===== src/rtl/ram_arbiter_if.sv =====
// Bundle of the two requester ports (CPU, loader) and the single-port RAM port.
// The master side is the environment (requesters plus RAM); the slave side is the arbiter.
interface ram_arbiter_if #(
  parameter int ADDR_W = 8,
  parameter int DATA_W = 8
);
  logic              cpu_req;
  logic              cpu_we;
  logic [ADDR_W-1:0] cpu_addr;
  logic [DATA_W-1:0] cpu_wdata;
  logic              cpu_gnt;
  logic              cpu_rvalid;
  logic [DATA_W-1:0] cpu_rdata;

  logic              ldr_req;
  logic              ldr_we;
  logic [ADDR_W-1:0] ldr_addr;
  logic [DATA_W-1:0] ldr_wdata;
  logic              ldr_gnt;
  logic              ldr_rvalid;
  logic [DATA_W-1:0] ldr_rdata;

  logic              mem_en;
  logic              mem_we;
  logic [ADDR_W-1:0] mem_addr;
  logic [DATA_W-1:0] mem_wdata;
  logic [DATA_W-1:0] mem_rdata;

  modport master (
    output cpu_req, cpu_we, cpu_addr, cpu_wdata,
    input  cpu_gnt, cpu_rvalid, cpu_rdata,
    output ldr_req, ldr_we, ldr_addr, ldr_wdata,
    input  ldr_gnt, ldr_rvalid, ldr_rdata,
    input  mem_en, mem_we, mem_addr, mem_wdata,
    output mem_rdata
  );

  modport slave (
    input  cpu_req, cpu_we, cpu_addr, cpu_wdata,
    output cpu_gnt, cpu_rvalid, cpu_rdata,
    input  ldr_req, ldr_we, ldr_addr, ldr_wdata,
    output ldr_gnt, ldr_rvalid, ldr_rdata,
    output mem_en, mem_we, mem_addr, mem_wdata,
    input  mem_rdata
  );
endinterface


===== src/rtl/ram_arbiter.sv =====
// Two-requester single-port RAM arbiter: same-cycle grant, alternating tie-break
// from idle, and a bounded hold so a streaming owner cannot starve the other side.
module ram_arbiter #(
  parameter int ADDR_W   = 8,
  parameter int DATA_W   = 8,
  parameter int HOLD_MAX = 4
) (
  input logic         clk,
  input logic         rst,
  ram_arbiter_if.slave bus
);

  localparam int CNT_W = (HOLD_MAX < 1) ? 1 : $clog2(HOLD_MAX + 1);
  localparam logic [CNT_W-1:0] HOLD_LIM = CNT_W'(HOLD_MAX);
  localparam logic OWN_CPU = 1'b0;
  localparam logic OWN_LDR = 1'b1;

  typedef enum logic [1:0] {
    IDLE    = 2'd0,
    CPU_OWN = 2'd1,
    LDR_OWN = 2'd2
  } state_e;

  state_e            state_q, state_d;
  logic              last_q, last_d;
  logic [CNT_W-1:0]  cnt_q, cnt_d;
  logic              sel_cpu_s, sel_ldr_s;
  logic              cpu_rvalid_q, cpu_rvalid_d;
  logic              ldr_rvalid_q, ldr_rvalid_d;
  logic [DATA_W-1:0] cpu_rdata_q, cpu_rdata_d;
  logic [DATA_W-1:0] ldr_rdata_q, ldr_rdata_d;
  logic [ADDR_W-1:0] mem_addr_s;
  logic [DATA_W-1:0] mem_wdata_s;

  always_ff @(posedge clk or posedge rst) begin
    if (rst) begin
      state_q      <= IDLE;
      last_q       <= OWN_LDR;
      cnt_q        <= '0;
      cpu_rvalid_q <= 1'b0;
      ldr_rvalid_q <= 1'b0;
      cpu_rdata_q  <= '0;
      ldr_rdata_q  <= '0;
    end else begin
      state_q      <= state_d;
      last_q       <= last_d;
      cnt_q        <= cnt_d;
      cpu_rvalid_q <= cpu_rvalid_d;
      ldr_rvalid_q <= ldr_rvalid_d;
      cpu_rdata_q  <= cpu_rdata_d;
      ldr_rdata_q  <= ldr_rdata_d;
    end
  end

  // Grant selection plus next-state; nothing is granted while reset is held.
  always_comb begin
    sel_cpu_s = 1'b0;
    sel_ldr_s = 1'b0;
    if (rst) begin
      sel_cpu_s = 1'b0;
    end else if (bus.cpu_req && bus.ldr_req) begin
      case (state_q)
        CPU_OWN: begin
          if (cnt_q < HOLD_LIM) sel_cpu_s = 1'b1;
          else                  sel_ldr_s = 1'b1;
        end
        LDR_OWN: begin
          if (cnt_q < HOLD_LIM) sel_ldr_s = 1'b1;
          else                  sel_cpu_s = 1'b1;
        end
        default: begin
          if (last_q == OWN_LDR) sel_cpu_s = 1'b1;
          else                   sel_ldr_s = 1'b1;
        end
      endcase
    end else if (bus.cpu_req) begin
      sel_cpu_s = 1'b1;
    end else if (bus.ldr_req) begin
      sel_ldr_s = 1'b1;
    end else begin
      sel_cpu_s = 1'b0;
    end

    state_d = IDLE;
    last_d  = last_q;
    cnt_d   = '0;
    if (sel_cpu_s) begin
      state_d = CPU_OWN;
      last_d  = OWN_CPU;
      if (state_q == CPU_OWN) cnt_d = (cnt_q == HOLD_LIM) ? cnt_q : cnt_q + CNT_W'(1);
      else                    cnt_d = CNT_W'(1);
    end else if (sel_ldr_s) begin
      state_d = LDR_OWN;
      last_d  = OWN_LDR;
      if (state_q == LDR_OWN) cnt_d = (cnt_q == HOLD_LIM) ? cnt_q : cnt_q + CNT_W'(1);
      else                    cnt_d = CNT_W'(1);
    end else begin
      state_d = IDLE;
    end

    cpu_rvalid_d = sel_cpu_s && !bus.cpu_we;
    ldr_rvalid_d = sel_ldr_s && !bus.ldr_we;
    // The RAM returns data in the rvalid cycle; capture it so rdata holds afterwards.
    cpu_rdata_d  = cpu_rvalid_q ? bus.mem_rdata : cpu_rdata_q;
    ldr_rdata_d  = ldr_rvalid_q ? bus.mem_rdata : ldr_rdata_q;
  end

  // Grants, RAM command mux and read-data presentation.
  always_comb begin
    bus.cpu_gnt = sel_cpu_s;
    bus.ldr_gnt = sel_ldr_s;
    bus.mem_en  = sel_cpu_s || sel_ldr_s;
    bus.mem_we  = 1'b0;
    mem_addr_s  = '0;
    mem_wdata_s = '0;
    if (sel_cpu_s) begin
      bus.mem_we  = bus.cpu_we;
      mem_addr_s  = bus.cpu_addr;
      mem_wdata_s = bus.cpu_wdata;
    end else if (sel_ldr_s) begin
      bus.mem_we  = bus.ldr_we;
      mem_addr_s  = bus.ldr_addr;
      mem_wdata_s = bus.ldr_wdata;
    end else begin
      bus.mem_we  = 1'b0;
    end
    bus.mem_addr   = mem_addr_s;
    bus.mem_wdata  = mem_wdata_s;
    bus.cpu_rvalid = cpu_rvalid_q;
    bus.ldr_rvalid = ldr_rvalid_q;
    bus.cpu_rdata  = cpu_rvalid_q ? bus.mem_rdata : cpu_rdata_q;
    bus.ldr_rdata  = ldr_rvalid_q ? bus.mem_rdata : ldr_rdata_q;
  end

endmodule


===== src/flat_wrapper.sv =====
// flat-port wrapper written by rule: the top's interface ports become plain ports
module ram_arbiter_flat 
#(
  parameter int ADDR_W   = 8,
  parameter int DATA_W   = 8,
  parameter int HOLD_MAX = 4
)
  (clk, rst, bus_cpu_req, bus_cpu_we, bus_cpu_addr, bus_cpu_wdata, bus_cpu_gnt, bus_cpu_rvalid, bus_cpu_rdata, bus_ldr_req, bus_ldr_we, bus_ldr_addr, bus_ldr_wdata, bus_ldr_gnt, bus_ldr_rvalid, bus_ldr_rdata, bus_mem_en, bus_mem_we, bus_mem_addr, bus_mem_wdata, bus_mem_rdata);
  ram_arbiter_if #(.ADDR_W(ADDR_W), .DATA_W(DATA_W)) bus_i ();
  input logic clk;
  input logic rst;
  input wire logic [$bits(bus_i.cpu_req)-1:0] bus_cpu_req;
  input wire logic [$bits(bus_i.cpu_we)-1:0] bus_cpu_we;
  input wire logic [$bits(bus_i.cpu_addr)-1:0] bus_cpu_addr;
  input wire logic [$bits(bus_i.cpu_wdata)-1:0] bus_cpu_wdata;
  output wire logic [$bits(bus_i.cpu_gnt)-1:0] bus_cpu_gnt;
  output wire logic [$bits(bus_i.cpu_rvalid)-1:0] bus_cpu_rvalid;
  output wire logic [$bits(bus_i.cpu_rdata)-1:0] bus_cpu_rdata;
  input wire logic [$bits(bus_i.ldr_req)-1:0] bus_ldr_req;
  input wire logic [$bits(bus_i.ldr_we)-1:0] bus_ldr_we;
  input wire logic [$bits(bus_i.ldr_addr)-1:0] bus_ldr_addr;
  input wire logic [$bits(bus_i.ldr_wdata)-1:0] bus_ldr_wdata;
  output wire logic [$bits(bus_i.ldr_gnt)-1:0] bus_ldr_gnt;
  output wire logic [$bits(bus_i.ldr_rvalid)-1:0] bus_ldr_rvalid;
  output wire logic [$bits(bus_i.ldr_rdata)-1:0] bus_ldr_rdata;
  output wire logic [$bits(bus_i.mem_en)-1:0] bus_mem_en;
  output wire logic [$bits(bus_i.mem_we)-1:0] bus_mem_we;
  output wire logic [$bits(bus_i.mem_addr)-1:0] bus_mem_addr;
  output wire logic [$bits(bus_i.mem_wdata)-1:0] bus_mem_wdata;
  input wire logic [$bits(bus_i.mem_rdata)-1:0] bus_mem_rdata;
  assign bus_i.cpu_req = bus_cpu_req;
  assign bus_i.cpu_we = bus_cpu_we;
  assign bus_i.cpu_addr = bus_cpu_addr;
  assign bus_i.cpu_wdata = bus_cpu_wdata;
  assign bus_cpu_gnt = bus_i.cpu_gnt;
  assign bus_cpu_rvalid = bus_i.cpu_rvalid;
  assign bus_cpu_rdata = bus_i.cpu_rdata;
  assign bus_i.ldr_req = bus_ldr_req;
  assign bus_i.ldr_we = bus_ldr_we;
  assign bus_i.ldr_addr = bus_ldr_addr;
  assign bus_i.ldr_wdata = bus_ldr_wdata;
  assign bus_ldr_gnt = bus_i.ldr_gnt;
  assign bus_ldr_rvalid = bus_i.ldr_rvalid;
  assign bus_ldr_rdata = bus_i.ldr_rdata;
  assign bus_mem_en = bus_i.mem_en;
  assign bus_mem_we = bus_i.mem_we;
  assign bus_mem_addr = bus_i.mem_addr;
  assign bus_mem_wdata = bus_i.mem_wdata;
  assign bus_i.mem_rdata = bus_mem_rdata;
  ram_arbiter #(.ADDR_W(ADDR_W), .DATA_W(DATA_W), .HOLD_MAX(HOLD_MAX)) u_core (.clk(clk), .rst(rst), .bus(bus_i));
endmodule

===== config.mk =====
export PLATFORM = sky130hd
export DESIGN_NAME = ram_arbiter_flat
export DESIGN_NICKNAME = d
export VERILOG_FILES = /design/src/rtl/ram_arbiter_if.sv /design/src/rtl/ram_arbiter.sv /design/src/flat_wrapper.sv
export SDC_FILE = /design/constraint.sdc
export NUM_CORES = 1
export LEC_CHECK = 0
export ABC_AREA = 1
export BUFFER_PORTS_ARGS = -buffer_cell sky130_fd_sc_hd__buf_2
export CAP_MARGIN = 10
export CELL_PAD_IN_SITES_DETAIL_PLACEMENT = 0
export CELL_PAD_IN_SITES_GLOBAL_PLACEMENT = 1
export CORE_UTILIZATION = 30
export CTS_CLUSTER_SIZE = 16
export DETAILED_ROUTE_END_ITERATION = 10
export GPL_TIMING_DRIVEN = 0
export PLACE_DENSITY = 0.75
export SLEW_MARGIN = 20
export SYNTH_ARGS = -nofsm -noshare
export SYNTH_HDL_FRONTEND = slang
export SYNTH_SLANG_ARGS = --single-unit

===== constraint.sdc =====
create_clock -name clk -period 1.8 [get_ports clk]
set_input_delay 0.09 -clock clk [delete_from_list [all_inputs] [get_ports clk]]
set_output_delay 0.09 -clock clk [all_outputs]
set_load 0.01 [all_outputs]

======== Word level (Yosys, flattened, before mapping) ========
Index checks and enable logic that the tools add are counted.
word-level totals
  bits of input ports ..................... 46
  bits in registers ....................... 24
  output and inout port bits .............. 38
  logic and storage cells ................. 49
cells by class
  add/sub/neg operators ................... 1
  equal/unequal tests ..................... 3
  mux-type cells .......................... 30
  reductions and logical operators ........ 7
  order comparisons ....................... 1
operators with widths
  kind                                                             number
  8-bit two-way mux                                                6
  1-bit two-way mux                                                15
  3-bit two-way mux                                                5
  2-bit two-way mux                                                2
  1-bit case mux with 2 select lines                               2
  3-bit by 1-bit adder with 3-bit output, second input constant    1
  3-bit == test, second input constant                             1
  1-bit logical AND                                                3
  3-bit less-than comparator, second input constant                1
  2-bit by 1-bit == test with 1-bit output, second input constant  1
  2-bit == test, second input constant                             1
  1-bit zero test                                                  2
  2-bit nonzero test                                               1
  1-bit logical OR                                                 1

======== Logic depth before layout (Yosys ltp) ========
  word-level depth ........................ 7
  depth in mapped cells ................... 11
  mapped depth without buffers ............ 10

======== Worst setup path before layout ========
Ideal clock, no wire load.
  kind .................................... reg2out
  start point ............................. reg u_core.state_q[0]
  end point ............................... out bus_mem_addr[0]
  data required time ...................... 1.710 ns
  setup slack ............................. 0.306 ns
  path buffers ............................ 1
  data arrival time ....................... 1.404 ns
  stages on the path, launching flop included .. 11
  path through ............................ dfrtp_1 -> inv_1 -> ha_1 -> inv_1 -> nand3_2 -> nand2_2 -> nand2_4 -> nor2_8 -> buf_8 -> nand2_2 -> nand2_1
on the way
  elaborated cells on any way between the ends .. 10
  classes of those cells .................. 2 x eq/ne; 8 x mux
RTL lines
  element                                                                           line                text
  start: declaration                                                                ram_arbiter.sv:24   state_e state_q, state_d;
  start signal: assignment                                                          ram_arbiter.sv:45   state_q <= state_d;
  2-bit == test / 2-bit by 1-bit == test with 1-bit output (equally long branches)  ram_arbiter.sv:62   case (state_q)
  1-bit case mux with 2 select lines (*)                                            ram_arbiter.sv:62
  1-bit two-way mux (*)                                                             ram_arbiter.sv:61   end else if (bus.cpu_req && bus.ldr_req) begin
  1-bit two-way mux (*)                                                             ram_arbiter.sv:59   if (rst) begin
  via bus_cpu_gnt                                                                   flat_wrapper.sv:16  output wire logic [$bits(bus_i.cpu_gnt)-1:0] bus_cpu_gnt;
  8-bit two-way mux (*)                                                             ram_arbiter.sv:116  if (sel_cpu_s) begin
  end: declaration                                                                  flat_wrapper.sv:28  output wire logic [$bits(bus_i.mem_addr)-1:0] bus_mem_addr;
The timed path passes the listed nets; every way through them passes the cells marked *.

======== Worst setup path after layout ========
  start point ............................. reg u_core.state_q[0]
  end point ............................... out bus_mem_addr[5]
on the way
  longest elaborated chain between the ends .. 6
  elaborated cells on any way between the ends .. 10
  classes of those cells .................. 2 x eq/ne; 8 x mux
RTL lines
  element                                                                           line                text
  2-bit == test / 2-bit by 1-bit == test with 1-bit output (equally long branches)  ram_arbiter.sv:62
  1-bit case mux with 2 select lines                                                ram_arbiter.sv:62
  1-bit two-way mux                                                                 ram_arbiter.sv:61
  1-bit two-way mux                                                                 ram_arbiter.sv:59
  8-bit two-way mux                                                                 ram_arbiter.sv:120  end else if (sel_ldr_s) begin
  8-bit two-way mux (*)                                                             ram_arbiter.sv:116
Mark *: on every way between the ends. The rest lies on a longest branch, timed or not.

==> impl_metrics.env <==
export IMPL_numCtsBuffers=3
export IMPL_place_area_mm2=0.00194
export IMPL_rows=24
export IMPL_antenna_found_initial=0
export IMPL_tritoncts="built"
export IMPL_vias=1446
export IMPL_area_delta_synth_final_pct=50.4
export IMPL_final_max_slew_viol_count=0
export IMPL_routed_wl_um=3690
export IMPL_layout_drive_gt1_share_pct=57.7
export IMPL_avgRoutedWirePerCell_um=11.6
export IMPL_first_global_vias=1356
export IMPL_worst_path_buf_inv=5
export IMPL_dp_cells=300
export IMPL_setup_ws_ps=-92.7
export IMPL_fin_area_mm2=0.00219
export IMPL_drt_vias_per_instance=4.56
export IMPL_crit_family="buffers and inverters"
export IMPL_critPathArrivalTime_ps=1800
export IMPL_r2r_cells=13
export IMPL_post_dp_hpwl_um=2690
export IMPL_dieArea_mm2=0.00514
export IMPL_hold_viol=0
export IMPL_slowest_delay_ps=400
export IMPL_synth_simple_area_share_pct=32.2
export IMPL_synth_compound_area_share_pct=0.687
export IMPL_dr_pass1_iters=6
export IMPL_fin_crit_sh_pct=105
export IMPL_die_y_um=71.7
export IMPL_clkTransAtPathRegs_ps=80
export IMPL_coreArea_mm2=0.00450
export IMPL_crit_start="u_core.state_q[0]"
export IMPL_finalClockSkew_ps=1.60
export IMPL_initial_core_util_pct=32.3
export IMPL_grt_total_usage_pct=15.0
export IMPL_path_cells="buf_6, ha_4, inv_2, nand2_2, nand3_2, nand2_2, nand2_4, nor2_8, buf_4, buf_16, nand2_2, nand2_1, buf_2"
export IMPL_htree_levels=1
export IMPL_worst_pin_slew_ps=862
export IMPL_fin_setup_tns_ps=-1320
export IMPL_seq_area_frac_synth_pct=41.3
export IMPL_fill_cells=456
export IMPL_grt_pass1_wl_um=6050
export IMPL_path_common_cell="nand2_2"
export IMPL_yosysUniqueCellTypes=18
export IMPL_crit_path_max_fanout=5
export IMPL_synth_top_family_by_area="simple AND/OR/NAND/NOR gates"
export IMPL_ys_seq_elements=24
export IMPL_syn_avg_cell_area_um2=8.83
export IMPL_cts_root_buf="clkbuf_8"
export IMPL_hold_ws_ps=51.0
export IMPL_violations="setup timing"
export IMPL_synth_area_mm2=0.00146
export IMPL_multi_input_area_um2=756
export IMPL_nets=317
export IMPL_cp_slowest_cell="dfrtp_1"
export IMPL_outcome="finished with violations"
export IMPL_path_depth=13
export IMPL_fp_dieW_um=71.7
export IMPL_power_density_mw_per_mm2=835
export IMPL_gp_congestion=0.746
export IMPL_overflow=0
export IMPL_power_mw=1.83
export IMPL_seqCellArea_um2=602
export IMPL_diodes=0
export IMPL_maxSlewHeadroom_pct=42.5
export IMPL_rsz0062_at_grt="true"
export IMPL_start_kind="flip-flop"
export IMPL_syn_nets=216
export IMPL_netlist_instances=165
export IMPL_synth_xor_area_share_pct=0
export IMPL_drtAntennaViolNets=0
export IMPL_clock_sinks=24
export IMPL_drv_cap=0
export IMPL_clockBufferDepth=2
export IMPL_layoutNonFillerInstCount=317
export IMPL_hold_class="in2async"
export IMPL_ys_warn_count=0
export IMPL_io_pins=84
export IMPL_worstSkewPairLatency_ps=270
export IMPL_synthAdderAreaFrac_pct=4.30
export IMPL_p_leak_nw=1.23
export IMPL_grt_max_degree=25
export IMPL_worstSetupEndpointType="output port"
export IMPL_drtIter0Drc=71
export IMPL_clock_fmax_ghz=0.528
export IMPL_criticalPathCategory="reg2out"
export IMPL_r2r_start="u_core.state_q[0]"
export IMPL_drc_errors=0
export IMPL_fin_crit_ps=1890
export IMPL_setup_violations=18
export IMPL_synth_mux_area_fraction_pct=12.4
export IMPL_ir_drop_mv=0.357
export IMPL_crit_required_ps=1710
export IMPL_numPortBuffers=83
[worst paths after layout]
path / slack, ps / end
worst max-delay path: -90 / bus_mem_addr[5]
worst min-delay path: 50 / u_core.cnt_q[2]
worst max register to register: 140 / u_core.cnt_q[1]
worst min register to register: 490 / u_core.last_q
max in group asynchronous: 1220 / u_core.ldr_rdata_q[5]
min in group clk: 80 / u_core.ldr_rdata_q[7]
[cell usage after synthesis]
master / count / area, µm²
nand2_4: 1 / 11.3
inv_1: 17 / 63.8
buf_2: 4 / 20.0
dfstp_2: 1 / 26.3
nand4_1: 20 / 125
nor2_8: 1 / 20.0
dfrtp_1: 23 / 576
ha_1: 5 / 62.6
a21oi_1: 2 / 10.0
mux2_2: 16 / 180
buf_8: 2 / 30.0
inv_2: 1 / 3.75
nand2_2: 18 / 113
nor2_1: 4 / 15.0
clkbuf_1: 4 / 15.0
nand3_2: 1 / 10.0
nand3_1: 5 / 25.0
nand2_1: 40 / 150
[cell families after synthesis]
logic type	count (synthesis)
compound gates	2
fa+ha+maj	5
buf+inv	28
flops	24
mux	16
simple gates	90
[timing repair]
item,4_1_cts,5_1_grt
setup buffers,7,3
pin swaps,5,8
hold buffers,2,0
gates cloned,1,0
gates resized for setup,13,4
setup endpoints to repair,20,19
endpoints found under the hold margin,2,0
[metal layers]
layer	up-vias	track usage (%)	part of all wire (%)
met1	667	17.6	42
met4	0	6.75	1.8
li1	737	-	-
met2	37	26.6	53
met5	-	0	0
met3	5	2.81	3.6
[cell type report]
| type | count | share of cell area [%] |
|---|---|---|
| Clock buffer | 3 | 1.88 |
| Sequential cell | 24 | 27.5 |
| Clock inverter | 1 | 1.37 |
| Tap cell | 52 | 2.97 |
| Multi-Input combinational cell | 113 | 34.5 |
| Timing Repair Buffer | 96 | 25.3 |
| Inverter | 18 | 3.08 |
| Buffer | 10 | 3.43 |
[flip-flops by register name, summed over array words and instances, names as in the netlist]
name	count
u_core.bus.cpu_rvalid	1
u_core.bus.ldr_rvalid	1
u_core.cnt_q	3
u_core.cpu_rdata_q	8
u_core.last_q	1
u_core.ldr_rdata_q	8
u_core.state_q	2
[cells in the final DEF (no fill, tap or decap), types with 2 or more instances in the layout]
master and n:
nand2_1 38, nand3_1 5, nand2_2 20, ha_1 3, clkbuf_8 3, nand4_1 20
dfrtp_1 23, buf_2 83, nor2_1 4, clkbuf_1 4, buf_8 2, ha_4 2
mux2_2 16, inv_2 6, inv_1 12, dlygate4sd3_1 2, buf_4 11
[metrics by stage]
step	utilization [%]	setup WS (ps)
floorplan	-	306
global route	48.6	-190
global placement	43.0	108
finish	48.6	-92.7
detailed placement	43.0	108
CTS	47.9	-123
[where the power goes]
group | total [mW] | switching (mW) | internal (mW)
registers | 0.691 | 0.0348 | 0.656
logic | 0.676 | 0.348 | 0.328
clock network | 0.463 | 0.166 | 0.297
(Power assumes the default switching activity.)
